<file path="src/rtl/pwm_code_averager.sv">
// Block averager for discrete-PWM ADC duty codes: averages 2^LOG2_SAMPLES codes and
// publishes the rounded average, millivolts and block min/max over valid/ready.
module pwm_code_averager #(
  parameter int CODE_W        = 8,
  parameter int LOG2_SAMPLES  = 4,
  parameter int FULL_SCALE_MV = 3300,
  parameter int MV_W          = 16
) (
  input  logic              clk,
  input  logic              rst,
  input  logic              enable,
  input  logic              sample_valid,
  input  logic [CODE_W-1:0] sample_code,
  output logic              avg_valid,
  input  logic              avg_ready,
  output logic [CODE_W-1:0] avg_code,
  output logic [MV_W-1:0]   avg_mv,
  output logic [CODE_W-1:0] min_code,
  output logic [CODE_W-1:0] max_code,
  output logic              overrun
);

  localparam int ACC_W  = CODE_W + LOG2_SAMPLES;
  localparam int PROD_W = CODE_W + $clog2(FULL_SCALE_MV + 1);
  localparam logic [LOG2_SAMPLES-1:0] LAST = '1;

  typedef enum logic [1:0] {IDLE, ARM, ACCUM} state_t;
  state_t state, state_nx;

  logic [ACC_W-1:0]        acc, acc_nx;
  logic [LOG2_SAMPLES-1:0] count;
  logic [CODE_W-1:0]       run_min, run_max, min_nx, max_nx;
  logic                    take, block_done;

  logic              s1_valid;
  logic [ACC_W-1:0]  s1_sum, sum_rnd;
  logic [CODE_W-1:0] s1_min, s1_max, avg_s1;
  logic [PROD_W-1:0] prod;
  logic [MV_W-1:0]   mv_s1;

  always_ff @(posedge clk or negedge rst) begin
    if (!rst) state <= IDLE;
    else      state <= state_nx;
  end

  always_comb begin
    state_nx = state;
    case (state)
      IDLE:    if (enable) state_nx = ARM;
      ARM:     if (!enable) state_nx = IDLE;
               else if (sample_valid) state_nx = ACCUM;
      ACCUM:   if (!enable) state_nx = IDLE;
      default: state_nx = IDLE;
    endcase
  end

  assign take       = (state == ACCUM) && enable && sample_valid;
  assign block_done = take && (count == LAST);
  assign acc_nx     = acc + ACC_W'(sample_code);
  // First sample of each block seeds the running extremes.
  assign min_nx = ((count == '0) || (sample_code < run_min)) ? sample_code : run_min;
  assign max_nx = ((count == '0) || (sample_code > run_max)) ? sample_code : run_max;

  always_ff @(posedge clk or negedge rst) begin
    if (!rst) begin
      acc     <= '0;
      count   <= '0;
      run_min <= '0;
      run_max <= '0;
    end else if (state != ACCUM || !enable || block_done) begin
      acc     <= '0;
      count   <= '0;
      run_min <= '0;
      run_max <= '0;
    end else if (take) begin
      acc     <= acc_nx;
      count   <= count + 1'b1;
      run_min <= min_nx;
      run_max <= max_nx;
    end
  end

  always_ff @(posedge clk or negedge rst) begin
    if (!rst) begin
      s1_valid <= 1'b0;
      s1_sum   <= '0;
      s1_min   <= '0;
      s1_max   <= '0;
    end else begin
      s1_valid <= block_done;
      if (block_done) begin
        s1_sum <= acc_nx;
        s1_min <= min_nx;
        s1_max <= max_nx;
      end
    end
  end

  assign sum_rnd = s1_sum + ACC_W'(1 << (LOG2_SAMPLES - 1));
  assign avg_s1  = CODE_W'(sum_rnd >> LOG2_SAMPLES);
  assign prod    = PROD_W'(avg_s1) * PROD_W'(FULL_SCALE_MV);
  assign mv_s1   = MV_W'(prod >> CODE_W);

  always_ff @(posedge clk or negedge rst) begin
    if (!rst) begin
      avg_valid <= 1'b0;
      avg_code  <= '0;
      avg_mv    <= '0;
      min_code  <= '0;
      max_code  <= '0;
      overrun   <= 1'b0;
    end else begin
      if (s1_valid) begin
        avg_valid <= 1'b1;
        avg_code  <= avg_s1;
        avg_mv    <= mv_s1;
        min_code  <= s1_min;
        max_code  <= s1_max;
      end else if (avg_valid && avg_ready) begin
        avg_valid <= 1'b0;
      end
      // Disable clears the sticky flag even if an overwrite lands on the same edge.
      if (!enable)
        overrun <= 1'b0;
      else if (s1_valid && avg_valid && !avg_ready)
        overrun <= 1'b1;
    end
  end

endmodule

</file>
<file path="config.mk">
export PLATFORM = sky130hd
export DESIGN_NAME = pwm_code_averager
export DESIGN_NICKNAME = d
export VERILOG_FILES = /design/src/rtl/pwm_code_averager.sv
export SDC_FILE = /design/constraint.sdc
export NUM_CORES = 1
export LEC_CHECK = 0
export BUFFER_PORTS_ARGS = -buffer_cell sky130_fd_sc_hd__clkbuf_2
export CELL_PAD_IN_SITES_DETAIL_PLACEMENT = 0
export CELL_PAD_IN_SITES_GLOBAL_PLACEMENT = 1
export CORE_MARGIN = 1
export CORE_UTILIZATION = 45
export CTS_CLUSTER_DIAMETER = 40
export DETAILED_ROUTE_END_ITERATION = 7
export GPL_ROUTABILITY_DRIVEN = 0
export HOLD_SLACK_MARGIN = 0.02
export PLACE_DENSITY_LB_ADDON = 0.1
export SYNTH_ARGS = -nofsm -noshare
export SYNTH_HDL_FRONTEND = slang
export SYNTH_SLANG_ARGS = --single-unit
</file>
<file path="constraint.sdc">
create_clock -name clk -period 5.55 [get_ports clk]
set_clock_uncertainty 0.2 [all_clocks]
set_input_delay 0.555 -clock clk [delete_from_list [all_inputs] [get_ports clk]]
set_output_delay 0.555 -clock clk [all_outputs]
set_load 0.005 [all_outputs]
</file>
==> summary.txt, run 1 <==
Layout
  – Area added between synthesis and finish: 11.9%
  – Layout cell share with drive strength beyond 1: 13.4%
  – Post-layout instance area: 0.00689 sq mm
  – Layout fillers: 1230
  – Reg area: 0.00245 sq mm
  – Area occupied by multi-input gates: 0.00338 sq mm
  – Number of diodes: 0
  – Net count reported at finish: 745

Synthesis
  – Seq cells post-synth: 98
  – Largest area contributor in the netlist: dfrtp_1
  – Cell variety after synth: 58
  – Area share of the largest cell type after synthesis: 39.8%
  – Syn Area/Cell: 10.2 sq um
  – Post-synth ARST share: 100%
  – Yosys warns: 0
  – Synth top area cells: dfrtp_1, ha_1, fa_1
  – Post-Synthesis Cells: 604
  – Post-Synthesis Cell Area: 0.00616 sq mm
  – Part of the Yosys area used for sequential elements: 39.8%
  – Top FF cell, synth: dfrtp_1
  – Post-synth EDFFs: 0

Global route
  – Initial antenna violation count: 0
  – Largest net degree at the start of global routing: 77
  – Total track usage: 21.1%
  – Grt total ovfl: 0
  – Vias in the first global route: 4622
  – First-pass GRT wire length: 23300 um

Drt
  – Initial drt markers: 231
  – DRC viols: 0
  – Vias/cell: 5.43
  – Final ANT Viol Nets: 0
  – Pre-Repair DR Iteration Count: 4
  – Avg WL per Cell: 16.3 um
  – WL final: 13600 um
  – Routed via count: 4515

Die
  – Die footprint: 0.0142 sq mm
  – I/O pins: 55
  – Core area: 0.0133 sq mm
  – Site Rows: 42
  – Chip width: 119 um
  – Chip Height: 119 um
  – Initial core utilization: 46.3%

Placement
  – Pre-CTS WS: 0.525 ns
  – Port Buffers: 50
  – Placed cell areas: 0.00657 sq mm
  – Final HPWL from detailed placement: 10300 um

Min path
  – Worst hold-check path type: in2reg
  – Hold Path Cell Cnt: 2

Worst setup path
  – FF-to-FF Start: s1_sum[4]$_DFFE_PN0P_
  – CP Capture Type: flip-flop
  – CP Launch Type: flip-flop
  – Crit path largest cell delay: 0.55 ns
  – Reg2reg path depth: 16
  – Crit path max fanout: 7
  – Crit-path slowest cell: fa_1
  – CP cell instances: ha_1 > nand3_1 > xor2_2 > inv_1 > ha_1 > ha_1 > inv_1 > fa_1 > fa_1 > fa_1 > nand2b_1 > a21oi_1 > o21ai_1 > a211oi_1 > nor3_1 > o31ai_1
  – CP Data Required Time: 5.61 ns
  – RR Endpoint: avg_mv[9]$_DFFE_PN0P_
  – Crit path from: s1_sum[4]$_DFFE_PN0P_
  – Critical path class: reg2reg
  – Reg2Reg Setup Slack: 0.52 ns
  – Worst setup endpoint: avg_mv[9]$_DFFE_PN0P_
  – WP data arrival: 5.09 ns

Timing
  – Slew headroom: 36.6%
  – Final Cycle Share: 90.7%
  – Final worst slack: 0.515 ns
  – Setup violators final: 0
  – Final Max Tran Viols: 0
  – Unrepaired setup endpoints after global routing: no
  – Worst-Margin Slew: 0.951 ns
  – TNS Setup: 0 ns
  – Hold_ws: 0.267 ns
  – Tmin final: 5.03 ns
  – Peak Freq: 199 MHz
  – Final hold vios: 0

Status
  – Status: finished, final reports clean

CTS
  – CTS H-tree lvls: 3
  – Clock buffer count from CTS: 9
  – Skew-Pair Late Insertion Delay: 0.35 ns
  – Register clock-pin slew on the reported worst setup and hold paths: 0.07 ns
  – Post-CTS Resized: 0
  – CTS Root Cell: clkbuf_16
  – # clock sinks: 98
  – CTS max path bufs: 2
  – CTS tree: done

Power
  – Leakage: 3.60 nW
  – Pint: 0.00110 W
  – Pwr/cell area: 211 mW/mm^2
  – Comb pwr share: 5.1%
  – Seq pwr share: 49.4%
  – Worst IR Drop VDD: 0.000129 V
  – Switching power: 0.000355 W
  – Switching part of the total: 24.4%
  – Clk pwr share: 45.4%

Job
  – MaxCap Viol Count: 0
-- power by group through the flow --
stage	sequential, W	combinational [W]	clock [W]
final	0.000719	0.0000747	0.000661
after global routing	0.000719	0.0000860	0.000704
after CTS	0.000719	0.0000769	0.000679
after detailed placement	0.000733	0.0000757	0
after global placement	0.000733	0.0000737	0
after floorplan	0.000732	0.0000410	0
-- stage by stage --
stage,instances,utilization [%],total power (W)
2_1_floorplan,607,-,0.000773
3_3_place_gp,815,49.4,0.000806
3_5_place_dp,815,49.4,0.000809
4_1_cts,832,51.8,0.00147
5_1_grt,832,51.8,0.00151
6_report,832,51.8,0.00145
-- flip-flops by register name, summed over array words and instances, names as in the netlist --
register / cells
max_code: 8
run_min: 8
state: 2
count: 4
run_max: 8
acc: 12
s1_min: 8
avg_valid: 1
s1_valid: 1
s1_sum: 9
overrun: 1
avg_code: 8
s1_max: 8
min_code: 8
avg_mv: 12
-- worst max-delay path, delay by kind of cell, from the launching register on --
family,cells,cell delay (ns)
and+or+nand+nor,3,0.42
AOI/OAI and AO/OA,4,0.95
xor gates and xnor gates,1,0.34
adders and majority gates,6,2.44
buffers and inverters,2,0.17
DFF,1,0.44
-- logic make-up after synthesis --
kind of cell / count (synthesis) / synth area share [%]
compound gates: 158 / 17.3
simple gates: 131 / 10.1
flops: 98 / 39.8
fa+ha+maj: 81 / 18.5
buf+inv: 81 / 5.42
mux: 30 / 5.28
xor+xnor: 24 / 3.54
other cells: 1 / 0.0609
-- synthesized netlist by cell type (7+ instances only) --
cell type  number
inv_1          54
o21ai_0        11
nor2_1         30
a22o_1         21
a31oi_1        15
fa_1           17
a21o_1         13
nand2_1        52
clkbuf_1       15
xor2_1          8
nand3_1        12
ha_1           64
a21oi_1        38
xnor2_1        15
mux2i_1        10
o21ai_1        29
dfrtp_1        98
mux2_1         18
nand2b_1        7
-- cells in the final DEF (no fill, tap or decap), drive strengths merged, types with 2 or more instances in the layout --
master  netlist  routed
and3          3       3
a221o         4       4
fa           17      17
a221oi        2       2
buf          10       8
dfrtp        98      98
o31ai         4       4
nor2         32      32
nand2        52      52
a31oi        15      15
nand4         4       4
xor2          9       9
o21a          2       2
inv          56      59
a21o         14      14
and2          4       4
or3           2       2
or2           2       2
and4          3       3
nand3        12      12
mux2i        10      10
a31o          2       2
clkbuf       15      58
conb          1       4
a211oi        2       2
o21ai        40      40
a22o         21      21
xnor2        15      15
nand2b        7       7
nor3          5       5
ha           64      64
mux2         20      20
o21bai        2       2
o311ai        3       3
clkinv        0       3
a21oi        40      40
-- metal layers --
metal / GRT usage, % / routed length, um / share of wire [%]
met3: 3.54 / 467 / 3.4
met2: 35.5 / 6680 / 49
met1: 27.2 / 6180 / 45
met5: 0 / 0 / 0
met4: 7.52 / 253 / 1.9
-- worst min-delay path by stage --
stage	from	to	slack [ns]
5_1_grt	enable	overrun$_DFFE_PN0P_	0.27
2_1_floorplan	rst	acc[0]$_DFFE_PN0P_	0.06
6_report	enable	state[1]$_DFFE_PN0P_	0.27
3_5_place_dp	rst	avg_valid$_DFFE_PN0P_	0.27
3_3_place_gp	rst	overrun$_DFFE_PN0P_	0.27
4_1_cts	enable	state[1]$_DFFE_PN0P_	0.26
-- final cells by class --
class	instances	area share, %
clock buffer	9	3.27
tap	176	3.20
timing repair buffer	58	4.58
clock inverter	7	1.23
inverter	56	3.05
multi-input combinational	428	49.1
sequential	98	35.6
-- timing repair --
| action | in CTS | in global routing |
|---|---|---|
| hold buffers | 1 | 0 |
| endpoints found under the setup margin | 0 | 0 |
| hold endpoints to repair | 22 | 0 |
| buffers inserted | 0 | 0 |
(Power assumes the default switching activity.)
==> run 2, diff against run 1 <==
CORE_UTILIZATION = 48   (was 45)
==> run 2 against run 1 <==
Effect of this change:
- combinational power down 0.7%
- sequential power is essentially flat
- power fell by 1.6%
- routed wire length is 1.7% lower
- flip-flop and latch count did not move
- worst hold slack worse by 0.25 ns
- critical path type unchanged
- maximum frequency grew 0.97%
- setup slack improved by 0.048 ns
- design area down 0.45%
- core utilization grew 2.7 points
- register-to-register slack better by 0.05 ns
- clock-buffer cell count is 1 higher
==> summary.txt, run 2 (same netlist as run 1, synthesis figures left out) <==
CTS
  – Register clock-pin slew on the reported worst setup and hold paths: 0.07 ns
  – CTS H-tree lvls: 3
  – Hold Buf Count CTS: 0
  – # clock sinks: 98
  – Post-CTS Resized: 0
  – CTS max path bufs: 2
  – CTS tree: done
  – CTS Root Cell: clkbuf_16
  – Clock buffer count from CTS: 9
  – Skew-Pair Late Insertion Delay: 0.35 ns
  – Post-CTS setup buffers: 0

Layout
  – Layout fillers: 1133
  – Commonest cells after routing, fill and taps aside: dfrtp_1, ha_1, inv_1, nand2_1, clkbuf_2
  – Number of diodes: 0
  – Layout cell share with drive strength beyond 1: 13.3%
  – Area added between synthesis and finish: 11.4%
  – Biggest regs: acc x12, avg_mv x12, s1_sum x9
  – Most common cell after layout, fill and taps aside: dfrtp_1
  – Net count reported at finish: 744

Worst setup path
  – CP Capture Type: flip-flop
  – Crit path max fanout: 7
  – CP Launch Type: flip-flop
  – Critical path class: reg2reg
  – WP data arrival: 5.05 ns
  – Reg2reg path depth: 16
  – CP Data Required Time: 5.61 ns

Drt
  – Final ANT Viol Nets: 0
  – Vias/cell: 5.46
  – DRC viols: 0
  – Pre-Repair DR Iteration Count: 4
  – Avg WL per Cell: 16.1 um
  – WL final: 13300 um
  – Routed via count: 4516
  – Initial drt markers: 169

Global route
  – Grt total ovfl: 0
  – Initial antenna violation count: 0
  – Total track usage: 22.3%
  – First-pass GRT wire length: 22400 um
  – Vias in the first global route: 4387
  – Largest net degree at the start of global routing: 56

Power
  – Worst IR Drop VDD: 0.000102 V
  – Clk pwr share: 44.6%
  – Pwr/cell area: 209 mW/mm^2
  – Comb pwr share: 5.2%
  – Pint: 0.00109 W
  – Switching power: 0.000339 W
  – Seq pwr share: 50.3%
  – Leakage: 3.59 nW
  – Switching part of the total: 23.7%

Die
  – Core area: 0.0126 sq mm
  – Chip width: 115 um
  – I/O pins: 55
  – Site Rows: 41
  – Initial core utilization: 49.0%
  – Chip Height: 115 um
  – Die footprint: 0.0133 sq mm

Timing
  – Final Cycle Share: 89.8%
  – Tmin final: 4.99 ns
  – Peak Freq: 201 MHz
  – Final Max Tran Viols: 0
  – Setup violators final: 0
  – Worst-Margin Slew: 0.853 ns
  – Unrepaired setup endpoints after global routing: no
  – Final hold vios: 0
  – Slew headroom: 43.1%
  – TNS Setup: 0 ns
  – Final worst slack: 0.564 ns

Placement
  – Pre-CTS WS: 0.541 ns
  – Port Buffers: 50
  – Final HPWL from detailed placement: 10100 um

Status
  – Status: finished, final reports clean

Job
  – MaxCap Viol Count: 0

Min path
  – Worst hold-check path type: in2async
run 2: routing by layer:
layer  GRT usage, %  share of wire, %  wire length (um)  vias up
met1           29.7                48              6390     2209
met2           36.5                48              6370       79
li1               -                 -                 -     2217
met5              0                 0                 0        -
met4           7.97               1.6               216        0
met3           3.90               2.8               369       11
run 2: worst paths after layout:
| path | endpoint | from | slack, ns |
|---|---|---|---|
| max in group asynchronous | run_min[3]$_DFFE_PN0P_ | rst | 4.01 |
| min reg2reg | min_code[2]$_DFFE_PN0P_ | min_code[2]$_DFFE_PN0P_ | 0.29 |
| max | avg_mv[9]$_DFFE_PN0P_ | s1_sum[4]$_DFFE_PN0P_ | 0.56 |
| min | overrun$_DFFE_PN0P_ | rst | 0.01 |
| max reg2reg | avg_mv[9]$_DFFE_PN0P_ | s1_sum[4]$_DFFE_PN0P_ | 0.56 |
| min in group clk | state[1]$_DFFE_PN0P_ | enable | 0.25 |
run 2: power by group through the flow:
stage               Clock, W  Sequential, W  Combinational (W)
detailed placement         0       0.000733          0.0000751
global route        0.000680       0.000719          0.0000854
floorplan                  0       0.000732          0.0000410
global placement           0       0.000733          0.0000730
CTS                 0.000651       0.000719          0.0000755
finish              0.000637       0.000719          0.0000742
run 2: per-stage QoR:
step	area [sq um]	std cells	power, W	hold WS [ns]	util (%)
2_1_floorplan	6170	607	0.000773	0.0594	-
5_1_grt	6860	827	0.00148	0.0469	54.6
3_3_place_gp	6570	811	0.000806	0.267	52.2
6_report	6860	827	0.00143	0.0125	54.6
4_1_cts	6860	827	0.00145	0.0210	54.6
3_5_place_dp	6570	811	0.000808	0.274	52.2
run 2: critical path, stage by stage (launching register included):
cell and delay, ns:
dfrtp_1 0.44, ha_1 0.31, nand3_1 0.15, xor2_2 0.34
inv_1 0.12, ha_1 0.33, ha_1 0.28, inv_1 0.05
fa_1 0.48, fa_1 0.54, fa_1 0.47, nand2b_1 0.18
a21oi_1 0.28, o21ai_1 0.14, a211oi_1 0.31, nor3_1 0.07
o31ai_1 0.20
run 2: cell type report:
class	count	area [sq um]	share of cell area (%)
Clock buffer	10	229	3.34
Clock inverter	6	65.1	0.948
Inverter	56	210	3.06
Multi-Input combinational cell	428	3380	49.3
Sequential cell	98	2450	35.7
Tap cell	172	215	3.14
Timing Repair Buffer	57	305	4.45
==> run 3, diff against run 2 <==
CORE_UTILIZATION = 43   (was 48)
clock period = 4.1 ns   (was 5.55 ns; I/O delays follow)
==> run 3 against run 2 <==
Effect of this change:
- the flow now finishes with violations (negative setup slack)
- flip-flop and latch count is the same
- register-to-register slack lost 0.91 ns
- clock power grew 37%
- routed wire length grew 13%
- critical path type unchanged
- first-iteration DRC count grew 21%
- setup slack lost 0.91 ns
- final cell count grew 9.6%
- combinational power grew 40%
- via count grew 7.7%
==> summary.txt, run 3 (same netlist as run 1, synthesis figures left out) <==
Die
  – Chip Height: 122 um
  – Initial core utilization: 44.2%
  – Core area: 0.0139 sq mm
  – Die footprint: 0.0148 sq mm
  – Site Rows: 43
  – I/O pins: 55
  – Chip width: 122 um

Worst setup path
  – CP cell instances: and4_4 > nand4_1 > xnor2_2 > ha_1 > inv_2 > ha_4 > inv_2 > fa_1 > fa_1 > fa_2 > inv_2 > ha_4 > a221o_1 > o31a_4 > a21o_1 > o311ai_2
  – Crit path largest cell delay: 0.58 ns
  – WP data arrival: 4.50 ns
  – Crit path max fanout: 3
  – Critical path class: reg2reg
  – Worst Path Buf+Inv: 3
  – CP Data Required Time: 4.16 ns
  – CP Launch Type: flip-flop
  – CP top delay family: adder cells
  – Crit-path most repeated cell: inv_2
  – Crit-path slowest cell: fa_2
  – CP Capture Type: flip-flop

Timing
  – Setup violators final: 9
  – Worst-Margin Slew: 1.10 ns
  – Slew headroom: 26.9%
  – Peak Freq: 225 MHz
  – Final Max Tran Viols: 0
  – TNS Setup: -1.82 ns
  – Final hold vios: 0
  – Tmin final: 4.45 ns
  – Unrepaired setup endpoints after global routing: yes
  – Final worst slack: -0.348 ns
  – Final Cycle Share: 108%

Placement
  – Inst Count DP: 873
  – Final HPWL from detailed placement: 10800 um
  – Port Buffers: 50

Power
  – Seq pwr share: 49.8%
  – Pwr/cell area: 245 mW/mm^2
  – Pint: 0.00150 W
  – Switching power: 0.000458 W
  – Total power: 0.00195 W
  – Comb pwr share: 5.3%
  – Worst IR Drop VDD: 0.000172 V
  – Switching part of the total: 23.4%
  – Clk pwr share: 44.8%
  – Leakage: 3.96 nW

CTS
  – Register clock-pin slew on the reported worst setup and hold paths: 0.07 ns
  – # clock sinks: 98
  – CTS Root Cell: clkbuf_16
  – CTS max path bufs: 2
  – Clock buffer count from CTS: 9
  – CTS tree: done
  – Skew-Pair Late Insertion Delay: 0.36 ns
  – CTS H-tree lvls: 3

Drt
  – Routed via count: 4864
  – Vias/cell: 5.37
  – Avg WL per Cell: 16.6 um
  – Final ANT Viol Nets: 0
  – Pre-Repair DR Iteration Count: 4
  – Initial drt markers: 204
  – DRC viols: 0
  – WL final: 15000 um

Global route
  – Vias in the first global route: 4954
  – Largest net degree at the start of global routing: 56
  – Initial antenna violation count: 0
  – First-pass GRT wire length: 24800 um
  – Total track usage: 22.0%
  – Grt total ovfl: 0

Layout
  – Net count reported at finish: 815
  – Layout cell share with drive strength beyond 1: 31.1%
  – Biggest regs: acc x12, avg_mv x12, s1_sum x9
  – Commonest cells after routing, fill and taps aside: dfrtp_1, buf_4, clkbuf_2, nand2_1, ha_1
  – Area added between synthesis and finish: 29.3%
  – Number of diodes: 0
  – Most common cell after layout, fill and taps aside: dfrtp_1
  – Layout Cells excl Fill: 906

Status
  – Status: finished with violations
  – Failing checks: negative setup slack

Min path
  – Worst hold-check path type: in2reg

Job
  – MaxCap Viol Count: 0
run 3: changes by cell type in the layout (fill, tap and decap cells not counted), moves of 10 or more:
cell,change
inv_1,-11
buf_4,+59
ha_4,+17
ha_1,-18
buf_6,+10
inv_2,+10
run 3: layout make-up:
type	count	area (sq um)
Clock buffer	10	239
Clock inverter	6	65.1
Fill cell	1211	5970
Inverter	56	213
Multi-Input combinational cell	428	3880
Sequential cell	98	2450
Tap cell	180	225
Timing Repair Buffer	128	891
run 3: stage by stage:
stage / setup WS, ns / instance area (sq um) / util, % / hold slack (ns)
after CTS: -0.344 / 7810 / 56.0 / 0.112
after global routing: -0.550 / 7960 / 57.2 / 0.128
after global placement: -0.402 / 7100 / 51.0 / 0.255
final: -0.348 / 7960 / 57.2 / 0.123
after floorplan: -0.408 / 6290 / - / -0.0856
after detailed placement: -0.452 / 7100 / 51.0 / 0.261
run 3: power groups by stage:
stage	registers [W]	logic [W]	clock network, W
after global routing	0.000973	0.000119	0.000937
after CTS	0.000973	0.000106	0.000896
after floorplan	0.000991	0.0000555	0
after detailed placement	0.000992	0.000105	0
final	0.000973	0.000104	0.000875
after global placement	0.000992	0.000102	0
run 3: worst reg2reg max path, cell delays in order, from the launching register on:
cell and delay (ns):
dfrtp_1 0.36, and4_4 0.24, nand4_1 0.13, xnor2_2 0.17, ha_1 0.30, inv_2 0.05
ha_4 0.25, inv_2 0.03, fa_1 0.51, fa_1 0.45, fa_2 0.58, inv_2 0.04
ha_4 0.15, a221o_1 0.33, o31a_4 0.31, a21o_1 0.17, o311ai_2 0.07
run 3: repair_timing:
action	4_1_cts	5_1_grt
buffers inserted	15	3
setup endpoints to repair	10	10
hold buffers	1	0
gates resized for setup	56	21
endpoints found under the hold margin	43	0
pin swaps	44	16
run 3: worst paths after layout:
| kind | from | endpoint | slack (ns) | depth (start not counted) |
|---|---|---|---|---|
| worst min-delay path | enable | overrun$_DFFE_PN0P_ | 0.12 | 2 |
| worst max register to register | s1_sum[7]$_DFFE_PN0P_ | avg_mv[10]$_DFFE_PN0P_ | -0.35 | 16 |
| max in group asynchronous | rst | acc[7]$_DFFE_PN0P_ | 2.58 | 3 |
| worst max-delay path | s1_sum[7]$_DFFE_PN0P_ | avg_mv[10]$_DFFE_PN0P_ | -0.35 | 16 |
| worst min register to register | max_code[6]$_DFFE_PN0P_ | max_code[6]$_DFFE_PN0P_ | 0.29 | 1 |
| min in group asynchronous | rst | avg_code[1]$_DFFE_PN0P_ | 0.40 | 2 |
run 3: layer usage:
layer | track usage (%) | part of all wire, %
met5 | 0 | 0
met2 | 39.3 | 52
met3 | 4.35 | 2.3
met1 | 26.9 | 44
met4 | 5.86 | 1.5
